**src/rtl/wb_pkg.sv**
```systemverilog
// Shared writeback definitions: load-size encodings, FSM states, pending-load record.
// Latency: none; this file holds only constants, types and a pure helper function.
// Backpressure: not applicable.
package wb_pkg;

    // Load size encodings as presented by the memory stage; 2'b11 is reserved and behaves as a word.
    localparam logic [1:0] LD_BYTE = 2'b00;
    localparam logic [1:0] LD_HALF = 2'b01;
    localparam logic [1:0] LD_WORD = 2'b10;

    // Architectural zero register; writes to it are always dropped.
    localparam logic [4:0] REG_ZERO = 5'd0;

    // Width of the wait counter; TIMEOUT must fit in this many bits.
    localparam int CNT_W = 8;

    typedef enum logic {
        WB_IDLE      = 1'b0,
        WB_WAIT_LOAD = 1'b1
    } wb_state_t;

    // Everything about an accepted load that is needed once its data returns.
    typedef struct packed {
        logic       reg_write;
        logic [4:0] dest;
        logic [1:0] size;
        logic       is_unsigned;
        logic [1:0] addr_lo;
    } ld_pend_t;

    // A load is misaligned when its address is not a multiple of its access size.
    function automatic logic ld_misaligned(input logic [1:0] size, input logic [1:0] addr_lo);
        logic mis;
        mis = 1'b0;
        case (size)
            LD_BYTE: mis = 1'b0;
            LD_HALF: mis = addr_lo[0];
            default: mis = (addr_lo != 2'b00);
        endcase
        return mis;
    endfunction

endpackage

```
**src/rtl/load_extract.sv**
```systemverilog
// Selects the addressed byte/half lane of a little-endian word and sign- or zero-extends it.
// Latency: purely combinational.
// Backpressure: none.
module load_extract
    import wb_pkg::*;
#(
    parameter int W = 32
) (
    input  logic [1:0]   size,
    input  logic         is_unsigned,
    input  logic [1:0]   addr_lo,
    input  logic [W-1:0] raw,
    output logic [W-1:0] result
);

    logic [7:0]  byte_lane;
    logic [15:0] half_lane;
    logic        byte_sign;
    logic        half_sign;

    // Lane selection: byte lane follows addr_lo, half lane follows addr_lo[1].
    always_comb begin
        byte_lane = raw[7:0];
        case (addr_lo)
            2'd0:    byte_lane = raw[7:0];
            2'd1:    byte_lane = raw[15:8];
            2'd2:    byte_lane = raw[23:16];
            default: byte_lane = raw[31:24];
        endcase
        half_lane = addr_lo[1] ? raw[31:16] : raw[15:0];
    end

    assign byte_sign = ~is_unsigned & byte_lane[7];
    assign half_sign = ~is_unsigned & half_lane[15];

    // Extension to the datapath width; word (and reserved size) passes the raw word through.
    always_comb begin
        result = raw;
        case (size)
            LD_BYTE: result = {{(W-8){byte_sign}}, byte_lane};
            LD_HALF: result = {{(W-16){half_sign}}, half_lane};
            default: result = raw;
        endcase
    end

endmodule

```
**src/rtl/reg_writeback.sv**
```systemverilog
// Writeback stage: retires memory-stage ops into the register file, waiting for load data when needed.
// Latency: write_en one cycle after non-load acceptance or after ld_valid; loads time out after TIMEOUT wait cycles.
// Backpressure: in_ready low only while a load waits for data; ld_valid cannot be stalled.
// Optional macro REG_WRITEBACK_BYPASS_EN forwards the registered write into the read ports.
module reg_writeback
    import wb_pkg::*;
#(
    parameter int W       = 32,
    parameter int TIMEOUT = 255
) (
    input  logic         CLK,
    input  logic         reset,
    input  logic         in_valid,
    output logic         in_ready,
    input  logic         in_reg_write,
    input  logic         in_is_load,
    input  logic [4:0]   in_dest,
    input  logic [W-1:0] in_result,
    input  logic [1:0]   in_ld_size,
    input  logic         in_ld_unsigned,
    input  logic [1:0]   in_addr_lo,
    input  logic         ld_valid,
    input  logic [W-1:0] ld_data,
    output logic         write_en,
    output logic [4:0]   write_reg_addr,
    output logic [W-1:0] write_reg_data,
    input  logic [4:0]   rf_rd_addr1,
    input  logic [4:0]   rf_rd_addr2,
    input  logic [W-1:0] rf_rd_data1,
    input  logic [W-1:0] rf_rd_data2,
    output logic [W-1:0] fwd_data1,
    output logic [W-1:0] fwd_data2,
    output logic         ld_spurious,
    output logic         ld_misalign,
    output logic         ld_timeout
);

    localparam logic [CNT_W-1:0] TIMEOUT_C = CNT_W'(TIMEOUT);

    wb_state_t        state_q;
    wb_state_t        state_d;
    logic [CNT_W-1:0] cnt_q;
    logic [CNT_W-1:0] cnt_d;
    logic [CNT_W-1:0] cnt_inc;
    ld_pend_t         pend_q;
    ld_pend_t         pend_d;

    logic             wr_en_d;
    logic [4:0]       wr_addr_d;
    logic [W-1:0]     wr_data_d;
    logic             spurious_set;
    logic             misalign_set;
    logic             timeout_set;
    logic [W-1:0]     ld_value;

    // Alignment and extension of the returning load, using the fields latched at acceptance.
    load_extract #(
        .W (W)
    ) u_load_extract (
        .size        (pend_q.size),
        .is_unsigned (pend_q.is_unsigned),
        .addr_lo     (pend_q.addr_lo),
        .raw         (ld_data),
        .result      (ld_value)
    );

    assign in_ready = (state_q == WB_IDLE);
    assign cnt_inc  = cnt_q + CNT_W'(1);

    // Next-state, pending-load capture, write request and error-flag set pulses.
    always_comb begin
        state_d      = state_q;
        cnt_d        = cnt_q;
        pend_d       = pend_q;
        wr_en_d      = 1'b0;
        wr_addr_d    = write_reg_addr;
        wr_data_d    = write_reg_data;
        spurious_set = 1'b0;
        misalign_set = 1'b0;
        timeout_set  = 1'b0;

        case (state_q)
            WB_IDLE: begin
                // Nothing is outstanding, so any returning data is unexpected.
                if (ld_valid) begin
                    spurious_set = 1'b1;
                end
                if (in_valid) begin
                    if (!in_is_load) begin
                        if (in_reg_write && (in_dest != REG_ZERO)) begin
                            wr_en_d   = 1'b1;
                            wr_addr_d = in_dest;
                            wr_data_d = in_result;
                        end
                    end else if (ld_misaligned(in_ld_size, in_addr_lo)) begin
                        // Retire the op without waiting; memory will not answer it.
                        misalign_set = 1'b1;
                    end else begin
                        pend_d.reg_write   = in_reg_write;
                        pend_d.dest        = in_dest;
                        pend_d.size        = in_ld_size;
                        pend_d.is_unsigned = in_ld_unsigned;
                        pend_d.addr_lo     = in_addr_lo;
                        cnt_d              = '0;
                        state_d            = WB_WAIT_LOAD;
                    end
                end
            end

            WB_WAIT_LOAD: begin
                // Data is checked before the timeout so a last-cycle return still retires.
                if (ld_valid) begin
                    if (pend_q.reg_write && (pend_q.dest != REG_ZERO)) begin
                        wr_en_d   = 1'b1;
                        wr_addr_d = pend_q.dest;
                        wr_data_d = ld_value;
                    end
                    cnt_d   = '0;
                    state_d = WB_IDLE;
                end else if (cnt_inc == TIMEOUT_C) begin
                    timeout_set = 1'b1;
                    cnt_d       = '0;
                    state_d     = WB_IDLE;
                end else begin
                    cnt_d = cnt_inc;
                end
            end

            default: begin
                state_d = WB_IDLE;
                cnt_d   = '0;
            end
        endcase
    end

    // FSM state, wait counter and pending-load record; reset drops any outstanding load.
    always_ff @(posedge CLK) begin
        if (reset) begin
            state_q <= WB_IDLE;
            cnt_q   <= '0;
            pend_q  <= '0;
        end else begin
            state_q <= state_d;
            cnt_q   <= cnt_d;
            pend_q  <= pend_d;
        end
    end

    // Registered register-file write port; address/data hold between writes.
    always_ff @(posedge CLK) begin
        if (reset) begin
            write_en       <= 1'b0;
            write_reg_addr <= REG_ZERO;
            write_reg_data <= '0;
        end else begin
            write_en <= wr_en_d;
            if (wr_en_d) begin
                write_reg_addr <= wr_addr_d;
                write_reg_data <= wr_data_d;
            end
        end
    end

    // Sticky error flags, cleared only by reset.
    always_ff @(posedge CLK) begin
        if (reset) begin
            ld_spurious <= 1'b0;
            ld_misalign <= 1'b0;
            ld_timeout  <= 1'b0;
        end else begin
            ld_spurious <= ld_spurious | spurious_set;
            ld_misalign <= ld_misalign | misalign_set;
            ld_timeout  <= ld_timeout  | timeout_set;
        end
    end

`ifdef REG_WRITEBACK_BYPASS_EN
    // Forward the write in flight so decode sees it without a stall; register zero never forwards.
    always_comb begin
        fwd_data1 = rf_rd_data1;
        fwd_data2 = rf_rd_data2;
        if (write_en && (write_reg_addr == rf_rd_addr1) && (rf_rd_addr1 != REG_ZERO)) begin
            fwd_data1 = write_reg_data;
        end
        if (write_en && (write_reg_addr == rf_rd_addr2) && (rf_rd_addr2 != REG_ZERO)) begin
            fwd_data2 = write_reg_data;
        end
    end
`else
    // No forwarding: decode must stall an extra cycle on a read-after-write.
    logic unused_rd_addr;
    assign unused_rd_addr = ^{rf_rd_addr1, rf_rd_addr2};

    always_comb begin
        fwd_data1 = rf_rd_data1;
        fwd_data2 = rf_rd_data2;
    end
`endif

endmodule

```
**config.mk**
```make
export PLATFORM = sky130hd
export DESIGN_NAME = reg_writeback
export DESIGN_NICKNAME = d
export VERILOG_FILES = /design/src/rtl/wb_pkg.sv /design/src/rtl/load_extract.sv /design/src/rtl/reg_writeback.sv
export SDC_FILE = /design/constraint.sdc
export NUM_CORES = 1
export LEC_CHECK = 0
export ABC_AREA = 1
export CAP_MARGIN = 20
export CORE_UTILIZATION = 37
export DETAILED_ROUTE_END_ITERATION = 10
export PLACE_DENSITY = 0.83
export SLEW_MARGIN = 20
export SYNTH_ARGS = -nofsm -noshare
export SYNTH_HDL_FRONTEND = slang
export SYNTH_SLANG_ARGS = --single-unit
```
**constraint.sdc**
```tcl
create_clock -name CLK -period 2.1 [get_ports CLK]
set_clock_uncertainty 0.2 [all_clocks]
set_input_delay 0.525 -clock CLK [delete_from_list [all_inputs] [get_ports CLK]]
set_output_delay 0.525 -clock CLK [all_outputs]
set_load 0.03 [all_outputs]
```
* Word level (Yosys, flattened, before mapping)
Cells that the tools add are included.
** Storage, ports and cells
- RAM bits :: 0
- Bits in read-only memories :: 0
- Register bits after elaboration :: 61
- Logic and storage cells :: 91
- Bits in latches :: 0
- Memories kept :: 0
- Output and inout port bits :: 106
- Input bits :: 154
** Operators by class
- Add/sub/neg operators :: 1
- Equal/unequal tests :: 12
- Multipliers :: 0
- $lt $le $gt $ge :: 0
- Divide/modulo/power cells :: 0
- Reduce and logical (&&, ||, !) cells :: 11
- Shift-type cells :: 0
- Bitwise operators :: 8
- Multiplexer cells :: 46
** Operator list (number)
- 2-to-1 mux 32 bit :: 5
- one-hot mux 32 bit (2 select lines) :: 2
- 2-to-1 mux 8 bit :: 5
- 2-to-1 mux 5 bit :: 5
- one-hot mux 8 bit (3 select lines) :: 1
- 2-to-1 mux 1 bit :: 22
- 2-to-1 mux 16 bit :: 1
- one-hot mux 8 bit (2 select lines) :: 1
- one-hot mux 5 bit (2 select lines) :: 1
- nonzero test 5 bit :: 2
- adder 8 x 1 -> 8 bit, second input constant :: 1
- equality test 8 bit, second input constant :: 1
- inequality test 2 bit, second input constant :: 4
- equality test 2 x 1 -> 1 bit, second input constant :: 3
- zero test 2 bit :: 3
- inequality test 2 x 1 -> 1 bit, second input constant :: 3
- one-hot mux 1 bit (2 select lines) :: 3
- AND reduction 6 bit :: 1
- AND reduction 4 bit :: 1
- NOT 1 bit :: 3
- OR 1 bit :: 3
- AND reduction 3 bit :: 1
- bitwise AND 1 bit :: 2
- equality test 2 bit, second input constant :: 1
- 2 further kinds :: 3

* Longest topological paths before layout
Gate-level depths: netlist (run 1).
- Depth after elaboration :: 10
- Depth in mapped cells :: 11

* Hierarchy
Synthesis (run 1) repeated with hierarchy kept, for this count alone.
** Unflattened totals
- Cell total of the unflattened synthesis :: 662
- Area total of the unflattened synthesis :: 4244.1 um^2
** By module, submodules not included
- reg_writeback :: area an instance 3365.7 um^2, cells each 505, instances 1
- load_extract :: area an instance 878.3 um^2, cells each 157, instances 1

* Worst setup path before layout (run 1)
Ideal clock, no wire load.
- Path type :: reg2reg
- From :: reg cnt_q[1]
- To :: reg state_q
- Library setup time :: 0.132 ns
- Required time :: 1.768 ns
- Cell stages (with the launch flop) :: 9
- Data arrival time :: 1.326 ns
- Path slack :: 0.442 ns
- Buffers on the path :: 0
- Cells stage by stage :: dfxtp_1 > ha_1 > inv_1 > o21bai_1 > nand3_1 > nor2_1 > nand3_2 > nand2_1 > a21oi_1
** Between the ends
- Cells in the longest elaborated chain, start to end :: 5
** RTL lines
- start: declaration :: RTL line reg_writeback.sv:42 : logic [CNT_W-1:0] cnt_q;
- start signal: assignment :: RTL line reg_writeback.sv:144 : cnt_q <= cnt_d;
- adder 8 x 1 -> 8 bit :: RTL line reg_writeback.sv:68 : assign cnt_inc = cnt_q + CNT_W'(1);
- equality test 8 bit :: RTL line reg_writeback.sv:120 : end else if (cnt_inc == TIMEOUT_C) begin
- 2-to-1 mux 1 bit :: RTL line reg_writeback.sv:120
- 2-to-1 mux 1 bit :: RTL line reg_writeback.sv:112 : if (ld_valid) begin
- one-hot mux 1 bit (2 select lines) :: RTL line reg_writeback.sv:82 : case (state_q)
- end signal: assignment :: RTL line reg_writeback.sv:143 : state_q <= state_d;
- end: declaration :: RTL line reg_writeback.sv:40 : wb_state_t state_q;
No other way between the ends.
A chain may end at the register's enable or synchronous reset.

* Worst setup path after layout (run 1)
- From :: reg write_reg_data[15]
- To :: out write_reg_data[15]
** RTL lines
- start: declaration :: RTL line reg_writeback.sv:26 : output logic [W-1:0] write_reg_data,
- start signal: assignment :: RTL line reg_writeback.sv:159 : write_reg_data <= wr_data_d;
No word-level cell between the ends.

==> run summary, run 1 <==
Slowest CP cell - clkdlybuf4s50_1
Mapped cell area - 0.00390 mm^2
Final period util - 98.3%
Wire per inst - 13.7 um
Die area - 0.0109 mm^2
CP top delay family - buffers and inverters
Slew Limit Fails - 0
Pwr dens - 545 mW/mm^2
Final WL - 10,900 um
CP arrival - 1.34 ns
Post-synth EDFFs - 0
Final setup violation count - 0
Die span in x - 105 um
WS Path Type - flop to output pin
Setup bufs post-CTS - 0
Post-synthesis average cell area - 6.69 um^2
Cell leakage power - 2.46 nW
Final setup margin - 0.0353 ns
Total track usage - 20.0%
Worst path max stage delay - 0.68 ns
Final min period - 2.06 ns
Via count - 3,894
Mean number of vias per cell - 4.89
Worst rel slew slack - 67.4%
# DRC - 0
Synth Instances - 583
Synth Warn # - 0
Hold WC Path Type - flop to flop
Area of the multi-input gates - 0.00189 mm^2
Status - completed
Syn Nets - 739
Cell with the most instances after synthesis - nand2_1
Gr ovfl total - 0
Worst reg2reg startpoint - pend_q[1]
Filler instances - 1,038
Worst-Margin Slew - 0.489 ns
Max clock buf depth - 2
Area grow syn2layout - 31.7%
Sequential cell area - 0.00122 mm^2
Die H - 105 um
Worst Path Max Fanout - 2
Core Area - 0.0103 mm^2
Crit path from - write_reg_data[15]
FMAX - 484 MHz
Clk Tree Root Cell - clkbuf_8
CP required - 1.37 ns
Largest net degree at the start of global routing - 45
N_diodes - 0
RR Endpoint - write_reg_data[0]
Cell taking the most area after synthesis - dfxtp_1
Final HPWL DP - 8180 um
Synth top area cells - dfxtp_1 31%, nand2_1 13%, buf_4 13%
First-pass GRT wire length - 17,600 um
Final core occ - 50.0%
Tot Pwr - 2.80 mW
Max VDD drop - 0.258 mV
Iteration-0 DRC Markers - 203
Pre-CTS setup slack - -0.197 ns
Port Buf Inserts - 121
Initial antenna violation count - 0
End of the critical path - write_reg_data[15]
HP Start - write_reg_data[23]
Clock sink total - 61
H-tree depth - 3
CP bufs+invs - 1
Startpoint Class - flop
Routed Antenna Nets - 0
Gp weighted congestion - 0.840
Clock Latency Late Sink - 0.33 ns
Ys async rst share - 0%
Most common library cells after synthesis - 133 x nand2_1, 68 x nor2_1, 66 x buf_4
Ys flop type - dfxtp_1
Yosys reg bits - 61
Vias in the first global route - 3,646
Clk slew on worst S/H paths - 0.07 ns
Drt pass-1 iters - 5
Fraction of layout cells with a size suffix above 1 - 10.4%
Cell depth of the worst setup path - 1
Unrepaired setup endpoints after global routing - no
Row Count - 37
CTS tree - done
Worst R2R Setup Slack - 0.26 ns
Max_cap viols - 0
Unique cell type count in the Yosys netlist - 34
Num CTS Buffers - 9
Worst path cell trace - clkdlybuf4s50_1
Final hold violations - 0
Post-route cell area - 0.00513 mm^2
Ports - 260
Register area share after synthesis - 31.3%
Nets - 813
Top cell type's share of synthesized area - 31.3%
Initial Util - 37.9%
Placed Area - 0.00493 mm^2
Worst reg2reg path depth - 7
Setup crit end kind - output pin
==> power by group <==
| part | internal [mW] | switching [mW] | total [mW] | leakage [nW] |
|---|---|---|---|---|
| clock network | 0.452 | 0.435 | 0.887 | 0.0833 |
| registers | 1.20 | 0.0309 | 1.24 | 0.497 |
| logic | 0.332 | 0.346 | 0.678 | 1.88 |
==> layout make-up <==
class / instances / share of cell area, %
clock inverters: 2 / 0.195
repair buffers: 152 / 30.1
clock buffers: 13 / 2.90
multi-input cells: 395 / 36.8
flip-flops and latches: 61 / 23.8
inverters: 38 / 2.83
well taps: 136 / 3.31
==> cell usage in the layout (no fill, tap or decap), types with 2 or more instances in the layout <==
cell and n:
nor2_8 2, nand4_2 2, nand3_1 38, clkbuf_1 3, nand4_1 6, nand2_2 2, a21oi_1 60, inv_2 5
clkbuf_8 10, inv_1 32, buf_12 5, o211ai_1 5, or2_1 5, clkdlybuf4s50_1 102, clkinv_2 2, or2_2 6
dfxtp_1 60, o21ai_1 7, dlygate4sd2_1 2, nor2_1 68, nand3b_1 2, mux2i_1 6, dlymetal6s2s_1 17, nand2_1 133
buf_4 26, nor2_2 4, o21ai_0 39
==> routing by layer <==
layer	share of wire [%]	GRT usage, %	wire length, um
met3	8.5	5.30	923
met2	45	30.9	4880
met1	43	25.8	4730
met4	3.3	9.76	354
met5	0	0	0
==> logic make-up (layout without fill, tap and decap cells) <==
group,after synthesis,after routing,share of synthesized area (%)
adder cells (fa/ha/maj),2,2,0.642
buffers and inverters,127,205,20.2
flip-flops,61,61,31.3
AO/OA/AOI/OAI,117,117,15.8
XOR/XNOR,1,1,0.225
AND/OR/NAND/NOR,269,269,30.2
multiplexers,6,6,1.54
==> worst min-delay path by stage <==
stage                               endpoint  slack, ns  cells after the start
after floorplan                    pend_q[5]       0.25                      2
after global placement    write_reg_data[21]       0.24                      2
after detailed placement   write_reg_data[0]       0.24                      2
after CTS                  write_reg_data[0]       0.25                      2
after global routing      write_reg_data[22]       0.26                      2
final                     write_reg_data[23]       0.25                      2
==> stage by stage <==
step / TNS (ns) / hold slack (ns) / cells
2_1_floorplan: 0 / 0.249 / 583
3_3_place_gp: -4.76 / 0.235 / 782
3_5_place_dp: -5.81 / 0.242 / 782
4_1_cts: 0 / 0.254 / 797
5_1_grt: 0 / 0.264 / 797
6_report: 0 / 0.248 / 797
==> sequential cells by signal, indices dropped and copies added, names as in the netlist <==
signal and cells:
write_reg_data 32, ld_misalign 1, ld_timeout 1, cnt_q 8, write_en 1, state_q 1, pend_q 11, write_reg_addr 5
ld_spurious 1
==> what timing repair did <==
action,4_1_cts,5_1_grt
hold buffers,0,0
resized for setup,2,18
gates cloned,0,0
setup endpoints to repair,2,21
Power figures use the tool's default switching activity.
==> run 2: changes to the inputs <==
--- a/config.mk
+++ b/config.mk
@@ -9,7 +9,7 @@
 export CAP_MARGIN = 20
 export CORE_UTILIZATION = 37
 export DETAILED_ROUTE_END_ITERATION = 10
-export PLACE_DENSITY = 0.83
+export PLACE_DENSITY_LB_ADDON = 0.3
 export SLEW_MARGIN = 20
 export SYNTH_ARGS = -nofsm -noshare
 export SYNTH_HDL_FRONTEND = slang
==> run summary, run 2 (synthesis gave the netlist of run 1 again) <==
Status - completed
Unrepaired setup endpoints after global routing - no
Num CTS Buffers - 9 (unchanged)
Cell leakage power - 2.76 nW (+12%)
Pre-CTS setup slack - -0.308 ns (-0.112 ns)
Max VDD drop - 0.324 mV (+25%)
Final HPWL DP - 8970 um (+9.6%)
Startpoint Class - flop
Post-route cell area - 0.00519 mm^2 (+1.2%)
CP required - 1.37 ns (about the same)
Initial antenna violation count - 0 (unchanged)
Slew Limit Fails - 0 (unchanged)
Final period util - 98.0% (-0.36 points)
Gp weighted congestion - 0.868 (+3.3%)
Hold WC Path Type - flop to flop
CTS Hold Bufs - 0 (unchanged)
Worst-Margin Slew - 0.554 ns (+0.0642 ns)
Worst path cell trace - clkdlybuf4s50_1
Max clock buf depth - 2 (unchanged)
Final hold violations - 0 (unchanged)
Largest register by flop count - write_reg_data
Most frequent cells in the layout - 133 x nand2_1, 83 x clkdlybuf4s50_1, 68 x nor2_1, 60 x a21oi_1, 60 x dfxtp_1
Worst R2R Setup Slack - 0.17 ns (-0.09 ns)
Row Count - 37 (unchanged)
Wire per inst - 14.8 um (+8.5%)
Commonest non-fill, non-tap cell in the layout - nand2_1
Final setup margin - 0.0428 ns (+0.00748 ns)
Worst Path Max Fanout - 2 (unchanged)
Clk slew on worst S/H paths - 0.07 ns (about the same)
Routed Antenna Nets - 0 (unchanged)
Setup crit end kind - output pin
CP bufs+invs - 1 (unchanged)
Final setup violation count - 0 (unchanged)
Iteration-0 DRC Markers - 194 (-4.4%)
Nets - 814 (+0.12%)
H-tree depth - 3 (unchanged)
Max reg flops - 32 (unchanged)
Setup bufs post-CTS - 0 (unchanged)
Worst path max stage delay - 0.67 ns (about the same)
Max_cap viols - 0 (unchanged)
Drt pass-1 iters - 5 (unchanged)
Slowest CP cell - clkdlybuf4s50_1
CTS tree - done
Pwr dens - 569 mW/mm^2 (+4.3%)
Ports - 260 (unchanged)
Final min period - 2.06 ns (-0.00748 ns)
Die H - 105 um (unchanged)
N_diodes - 0 (unchanged)
Worst rel slew slack - 63.1% (-4.3 points)
Top flop regs - write_reg_data (32), pend_q (11), cnt_q (8)
Final core occ - 50.5% (+0.58 points)
Total track usage - 21.7% (+1.6 points)
Initial Util - 37.9% (unchanged)
Gr ovfl total - 0 (unchanged)
Vias in the first global route - 3,824 (+4.9%)
CP arrival - 1.33 ns (about the same)
Port Buf Inserts - 121 (unchanged)
Tot Pwr - 2.95 mW (+5.5%)
WS Path Type - flop to output pin
FMAX - 486 MHz (+0.36%)
Area of the multi-input gates - 0.00189 mm^2 (-0.13%)
CP top delay family - buffers and inverters
# DRC - 0 (unchanged)
First-pass GRT wire length - 19,000 um (+7.9%)
Via count - 4,014 (+3.1%)
Placed Area - 0.00493 mm^2 (-0.10%)
Clock sink total - 61 (unchanged)
Largest net degree at the start of global routing - 29 (-36%)
Clock Latency Late Sink - 0.34 ns (about the same)
Final WL - 11,800 um (+8.8%)
Clk Tree Root Cell - clkbuf_8
Sequential cell area - 0.00122 mm^2 (unchanged)
Fraction of layout cells with a size suffix above 1 - 10.9% (+0.42 points)
Area grow syn2layout - 33.3%
Filler instances - 1,027 (-1.1%)
Core Area - 0.0103 mm^2 (unchanged)
Mean number of vias per cell - 5.02 (+2.8%)
Die area - 0.0109 mm^2 (unchanged)
Die span in x - 105 um (unchanged)
==> run 2: area by class of cell <==
class,count,area share (%)
Multi-Input combinational cell,395,36.4
Timing Repair Buffer,153,30.3
Sequential cell,61,23.5
Tap cell,136,3.28
Inverter,38,2.84
Clock buffer,10,2.46
Clock inverter,6,1.23
==> run 2: tightest hold or removal path, stage by stage (launching register included) <==
cell	delay, ns
dfxtp_1	0.31
nand2_1	0.06
nand2_1	0.04
==> run 2: repair_timing <==
| action | 4_1_cts | 5_1_grt |
|---|---|---|
| pin swaps | 0 | 0 |
| resized for setup | 6 | 34 |
| cloned | 0 | 0 |
| endpoints found under the setup margin | 6 | 50 |
| endpoints found under the hold margin | 0 | 0 |
==> run 2: worst paths after layout <==
| check | from | to | depth (start not counted) |
|---|---|---|---|
| setup / recovery | write_reg_data[22] | write_reg_data[22] | 1 |
| hold / removal | write_reg_data[23] | write_reg_data[23] | 2 |
| setup reg to reg | pend_q[1] | write_reg_data[2] | 8 |
| hold reg to reg | write_reg_data[23] | write_reg_data[23] | 2 |
==> run 2: where the power goes <==
group	internal (mW)	switching (mW)
clock network	0.546	0.482
registers	1.20	0.0303
logic	0.334	0.358
==> run 2: metal layers <==
layer	wire length (um)	vias to the layer above	GRT usage [%]
met5	0	-	0
met4	327	0	7.75
met3	703	36	5.49
met2	5610	145	37.1
met1	5210	1847	26.2
li1	-	1986	-
==> run 2: through the flow <==
step                      setup TNS, ns  hold WS, ns  std cells
after floorplan                       0        0.249        583
after global placement            -7.20        0.240        783
after detailed placement          -9.01        0.238        783
after CTS                             0        0.253        799
after global routing                  0        0.277        799
final                                 0        0.249        799
==> patch 1: new RTL, settings of run 1 <==
Add a define of `REG_WRITEBACK_BYPASS_EN`.
--- a/src/rtl/reg_writeback.sv
+++ b/src/rtl/reg_writeback.sv
@@ -2,6 +2,8 @@
 // Latency: write_en one cycle after non-load acceptance or after ld_valid; loads time out after TIMEOUT wait cycles.
 // Backpressure: in_ready low only while a load waits for data; ld_valid cannot be stalled.
 // Optional macro REG_WRITEBACK_BYPASS_EN forwards the registered write into the read ports.
+`define REG_WRITEBACK_BYPASS_EN
+
 module reg_writeback
     import wb_pkg::*;
 #(
Function: changed (Yosys sat finds a counterexample within 4 cycles, from zero or initial values and one cycle with reset high).
==> patch 1 against run 1 <==
  * The flow now finishes with violations (negative setup slack)
  * Sequential cell count unchanged
  * Synthesized area up 18%
  * Worst setup slack got worse by 0.75 ns
  * Final area increased by 88%
  * Routed wire length up 130%
Power is not compared: it rests on default switching activity, and its combinational part moved more than twofold at a synthesized area within 25%.
==> patch 1: results (changes against run 1) <==
STA
  • Final setup margin: -0.711 ns (-0.747 ns)
  • Setup violators final: 65 (+65)

Cells and area
  • Layout cell share with drive strength beyond 1: 0.362 (+0.258)
  • Fillers: 705 (-32%)

Placed design
  • IO Port Bufs: 259 (+110%)
  • Placed inst area: 0.00813 mm2 (+65%)
  • Dpl hpwl: 15.1 mm (+85%)

Logic synthesis
  • Area contributors post-synth: dfxtp_1, nand2_1, o21ai_0, inv_1, nor2_1
  • Synth cell count leaders: nand2_1, o21ai_0, inv_1, nor2_1, dfxtp_1
  • Post-synth net total: 891 (+21%)
  • Sequential cell area fraction in the yosys report: 0.266 (-0.0478)
  • Distinct cells, synth: 43 (+26%)
  • Xor-xnor portion of the synthesized cell area: 0.00952 (+0.00727)
  • Area share of fa/ha/maj cells after synthesis: 0.00544 (-0.000980)
  • Synth Area in Compound Gates: 0.271 (+0.113)

Run status
  • Violated checks: negative setup slack
  • Status: finished, violations left

Critical path
  • Slowest cell on the critical path: dfxtp_4
  • CP Buf/Inv Count: 6 (+5)
  • CP arrival: 2.09 ns (+0.75 ns)
  • Critical Path Max Stage Delay: 0.36 ns (-0.32 ns)

Drt
  • Routed len/inst: 20.1 um (+47%)
  • Drt initial violations: 480 (+140%)

Global route
  • Initial antenna violation count: 1 (+1)
  • Largest net degree at the start of global routing: 32 (-29%)
  • Global-route wire length before repair: 34.1 mm (+94%)
[patch 1: worst paths after layout]
path                                        start            endpoint  slack, ns  depth (start not counted)
worst min-delay path                   ld_timeout          ld_timeout       0.26                          2
worst min register to register         ld_timeout          ld_timeout       0.26                          2
worst max register to register            state_q  write_reg_data[20]      -0.04                          8
worst max-delay path            write_reg_addr[2]       fwd_data2[24]      -0.71                         11
[patch 1: worst min-delay path, delay by kind of cell, from the launching register on]
| kind | cells | cell delay, ns |
|---|---|---|
| flops | 1 | 0.31 |
| buf+inv | 1 | 0.05 |
| compound gates | 1 | 0.05 |
[patch 1: stage by stage]
stage	utilization	worst slack (ns)	std cells	TNS (ns)
floorplan	-	-0.168	735	-9.14
global placement	0.674	-0.833	1186	-52.39
detailed placement	0.674	-0.898	1186	-55.46
CTS	0.784	-0.648	1227	-37.40
global route	0.800	-0.793	1227	-44.22
finish	0.800	-0.711	1227	-38.82
[patch 1: where the power goes]
group	internal [mW]	switching (mW)	total (mW)
Clock	0.923	0.601	1.52
Combinational	0.711	0.799	1.51
Sequential	1.20	0.0512	1.26
[patch 1: area by class of cell]
class,count,area [um2],share of cell area
multi-input combinational,557,3920,0.406
timing repair buffer,346,3680,0.382
sequential,61,1230,0.128
inverter,78,299,0.0310
clock buffer,9,225,0.0233
tap,168,210,0.0218
clock inverter,7,75.1,0.00778
antenna,1,2.50,0.000259
[patch 1: layer usage]
metal / global-route usage / routed length, um
met1: 0.381 / 8610
met2: 0.595 / 12200
met3: 0.0861 / 2200
met4: 0.196 / 1620
met5: 0 / 0
[patch 1: what timing repair did]
| item | CTS | global route |
|---|---|---|
| gates cloned | 8 | 1 |
| setup endpoints to repair | 90 | 74 |
| hold endpoints to repair | 0 | 0 |
| pin swaps | 16 | 12 |
| setup buffers | 17 | 3 |
| gates resized for setup | 245 | 61 |
[patch 1: logic make-up after synthesis]
group / after synthesis
fa+ha+maj: 2
flops: 61
simple gates: 335
mux: 6
compound gates: 209
buf+inv: 117
xor+xnor: 5
==> patch 2: new RTL, settings of run 1 <==
Made on the original files. Register the output `ld_timeout` once more; this adds one clock of latency there. The other outputs are not delayed to match.
--- a/src/rtl/reg_writeback.sv
+++ b/src/rtl/reg_writeback.sv
@@ -37,6 +37,8 @@
 
     localparam logic [CNT_W-1:0] TIMEOUT_C = CNT_W'(TIMEOUT);
 
+    logic ld_timeout_s0;
+
     wb_state_t        state_q;
     wb_state_t        state_d;
     logic [CNT_W-1:0] cnt_q;
@@ -166,11 +168,11 @@
         if (reset) begin
             ld_spurious <= 1'b0;
             ld_misalign <= 1'b0;
-            ld_timeout  <= 1'b0;
+            ld_timeout_s0 <= 1'b0;
         end else begin
             ld_spurious <= ld_spurious | spurious_set;
             ld_misalign <= ld_misalign | misalign_set;
-            ld_timeout  <= ld_timeout  | timeout_set;
+            ld_timeout_s0 <= ld_timeout_s0 | timeout_set;
         end
     end
 
@@ -197,5 +199,9 @@
     end
 `endif
 
+    always_ff @(posedge CLK) begin
+        ld_timeout <= ld_timeout_s0;
+    end
+
 endmodule
 
Behaviour: no difference found for any inputs over 4 cycles, from zero or initial values and one cycle with reset high; that may be too few to reach the edited logic, so the function may still have changed.
==> patch 2 against run 1 <==
  * Sequential cell count rose by 1
  * Routed wire length rose by 2.9%
  * Count of clock-buffer cells in the layout fell by 1
  * Non-clock buffer count rose by 1
  * Total power rose by 5.5%
  * Worst setup slack got worse by 0.0053 ns
  * Core utilization barely moved
  * Synthesized area rose by 0.51%
  * Global-route usage barely moved
  * Final area barely moved
  * Clock power rose by 16%
  * Critical endpoint is now ld_spurious
  * Largest power group unchanged
==> patch 2: results (changes against run 1) <==
Drt
  • Via-to-Cell Ratio: 4.96 (+1.5%)
  • Drc violations: 0 (unchanged)
  • Drt total wl: 11.2 mm (+2.9%)
  • Drt initial violations: 220 (+8.4%)
  • TritonRoute pass-1 iters: 5 (unchanged)

Cells and area
  • Layout cell share with drive strength beyond 1: 0.105 (+0.00103)
  • Nets: 815 (+0.25%)
  • Fillers: 1,024 (-1.3%)

Critical path
  • Reg2reg start: cnt_q[0]
  • Flop2flop setup slack: 0.21 ns (-0.05 ns)
  • Setup Crit Path Kind: flip-flop to output pin
  • Reg-to-reg endpoint: state_q
  • Critical Path Source: ld_spurious
  • CP endpoint: ld_spurious
  • R2R cell count: 8 (+1)

Logic synthesis
  • Sequential cell area fraction in the yosys report: 0.317 (+0.00351)
  • Synth warn: 0 (unchanged)
  • Post-synth net total: 740 (+0.14%)
  • Synth cell count leaders: nand2_1, nor2_1, buf_4, dfxtp_1, a21oi_1
  • Area contributors post-synth: dfxtp_1, nand2_1, buf_4, a21oi_1, nor2_1

Global route
  • Total GRT Usage: 0.201 (+0.000373)
  • Vias in the first global route: 3,533 (-3.1%)
  • Largest net degree at the start of global routing: 37 (-18%)

STA
  • Fmax: 0.483 GHz (-0.25%)
  • Hold slack: 0.157 ns (-0.0908 ns)
  • Max_slew headroom: 0.682 (+0.00867)

Run status
  • Status: complete, no violations

Power
  • Internal power: 2.09 mW (+4.9%)
  • Leakage power: 2.59 nW (+5.2%)
  • Max IR drop VDD: 365 uV (+41%)

Placed design
  • Setup WS pre-CTS: -0.285 ns (-0.0882 ns)
  • Dpl hpwl: 8.31 mm (+1.5%)
  • Routability congestion estimate: 0.856 (+1.9%)

Hold path
  • WHS Endpoint: ld_timeout
  • Hold Path Cell Cnt: 0 (-2)

Clocking
  • PostCTS Resize Cnt: 19 (+17)
  • Clock Latency Late Sink: 0.35 ns (+0.02 ns)
patch 2: cell types whose count changed in the layout (fill, tap and decap cells not counted), sizes merged:
cell	run 1	this run
buf	31	32
bufinv	0	1
clkbuf	13	12
clkdlybuf4s50	102	83
clkinvlp	0	1
dfxtp	61	62
dlygate4sd2	2	19
dlymetal6s2s	17	19
patch 2: cell families after synthesis:
kind of cell | after synthesis | synth area share
adders and majority gates | 2 | 0.00639
buffers and inverters | 127 | 0.201
AOI/OAI and AO/OA | 117 | 0.157
muxes | 6 | 0.0153
xor gates and xnor gates | 1 | 0.00224
and+or+nand+nor | 269 | 0.301
DFF | 62 | 0.317
patch 2: power groups by stage:
stage | Clock (mW) | Sequential, mW | Combinational (mW)
after floorplan | 0 | 1.34 | 0.511
after global placement | 0 | 1.28 | 0.673
after detailed placement | 0 | 1.28 | 0.678
after CTS | 1.06 | 1.25 | 0.670
after global routing | 1.11 | 1.26 | 0.728
final | 1.03 | 1.25 | 0.669
patch 2: per-layer routing:
layer,share of wire,vias up,GRT usage,wire [um]
li1,-,1987,-,-
met1,0.44,1765,0.269,4920
met2,0.45,189,0.307,5040
met3,0.090,28,0.0543,1010
met4,0.021,0,0.0765,230
met5,0,-,0,0
patch 2: final cells by class:
type,instances,area share
inverters,38,0.0288
clock buffers,12,0.0263
flip-flops and latches,62,0.242
multi-input cells,395,0.368
well taps,136,0.0332
clock inverters,4,0.00926
repair buffers,153,0.292
patch 2: through the flow:
stage	cell area (um2)	cells	setup TNS, ns
5_1_grt	5130	800	0
3_5_place_dp	4920	784	-8.05
6_report	5130	800	0
2_1_floorplan	3920	584	0
4_1_cts	5080	800	0
3_3_place_gp	4920	784	-7.11
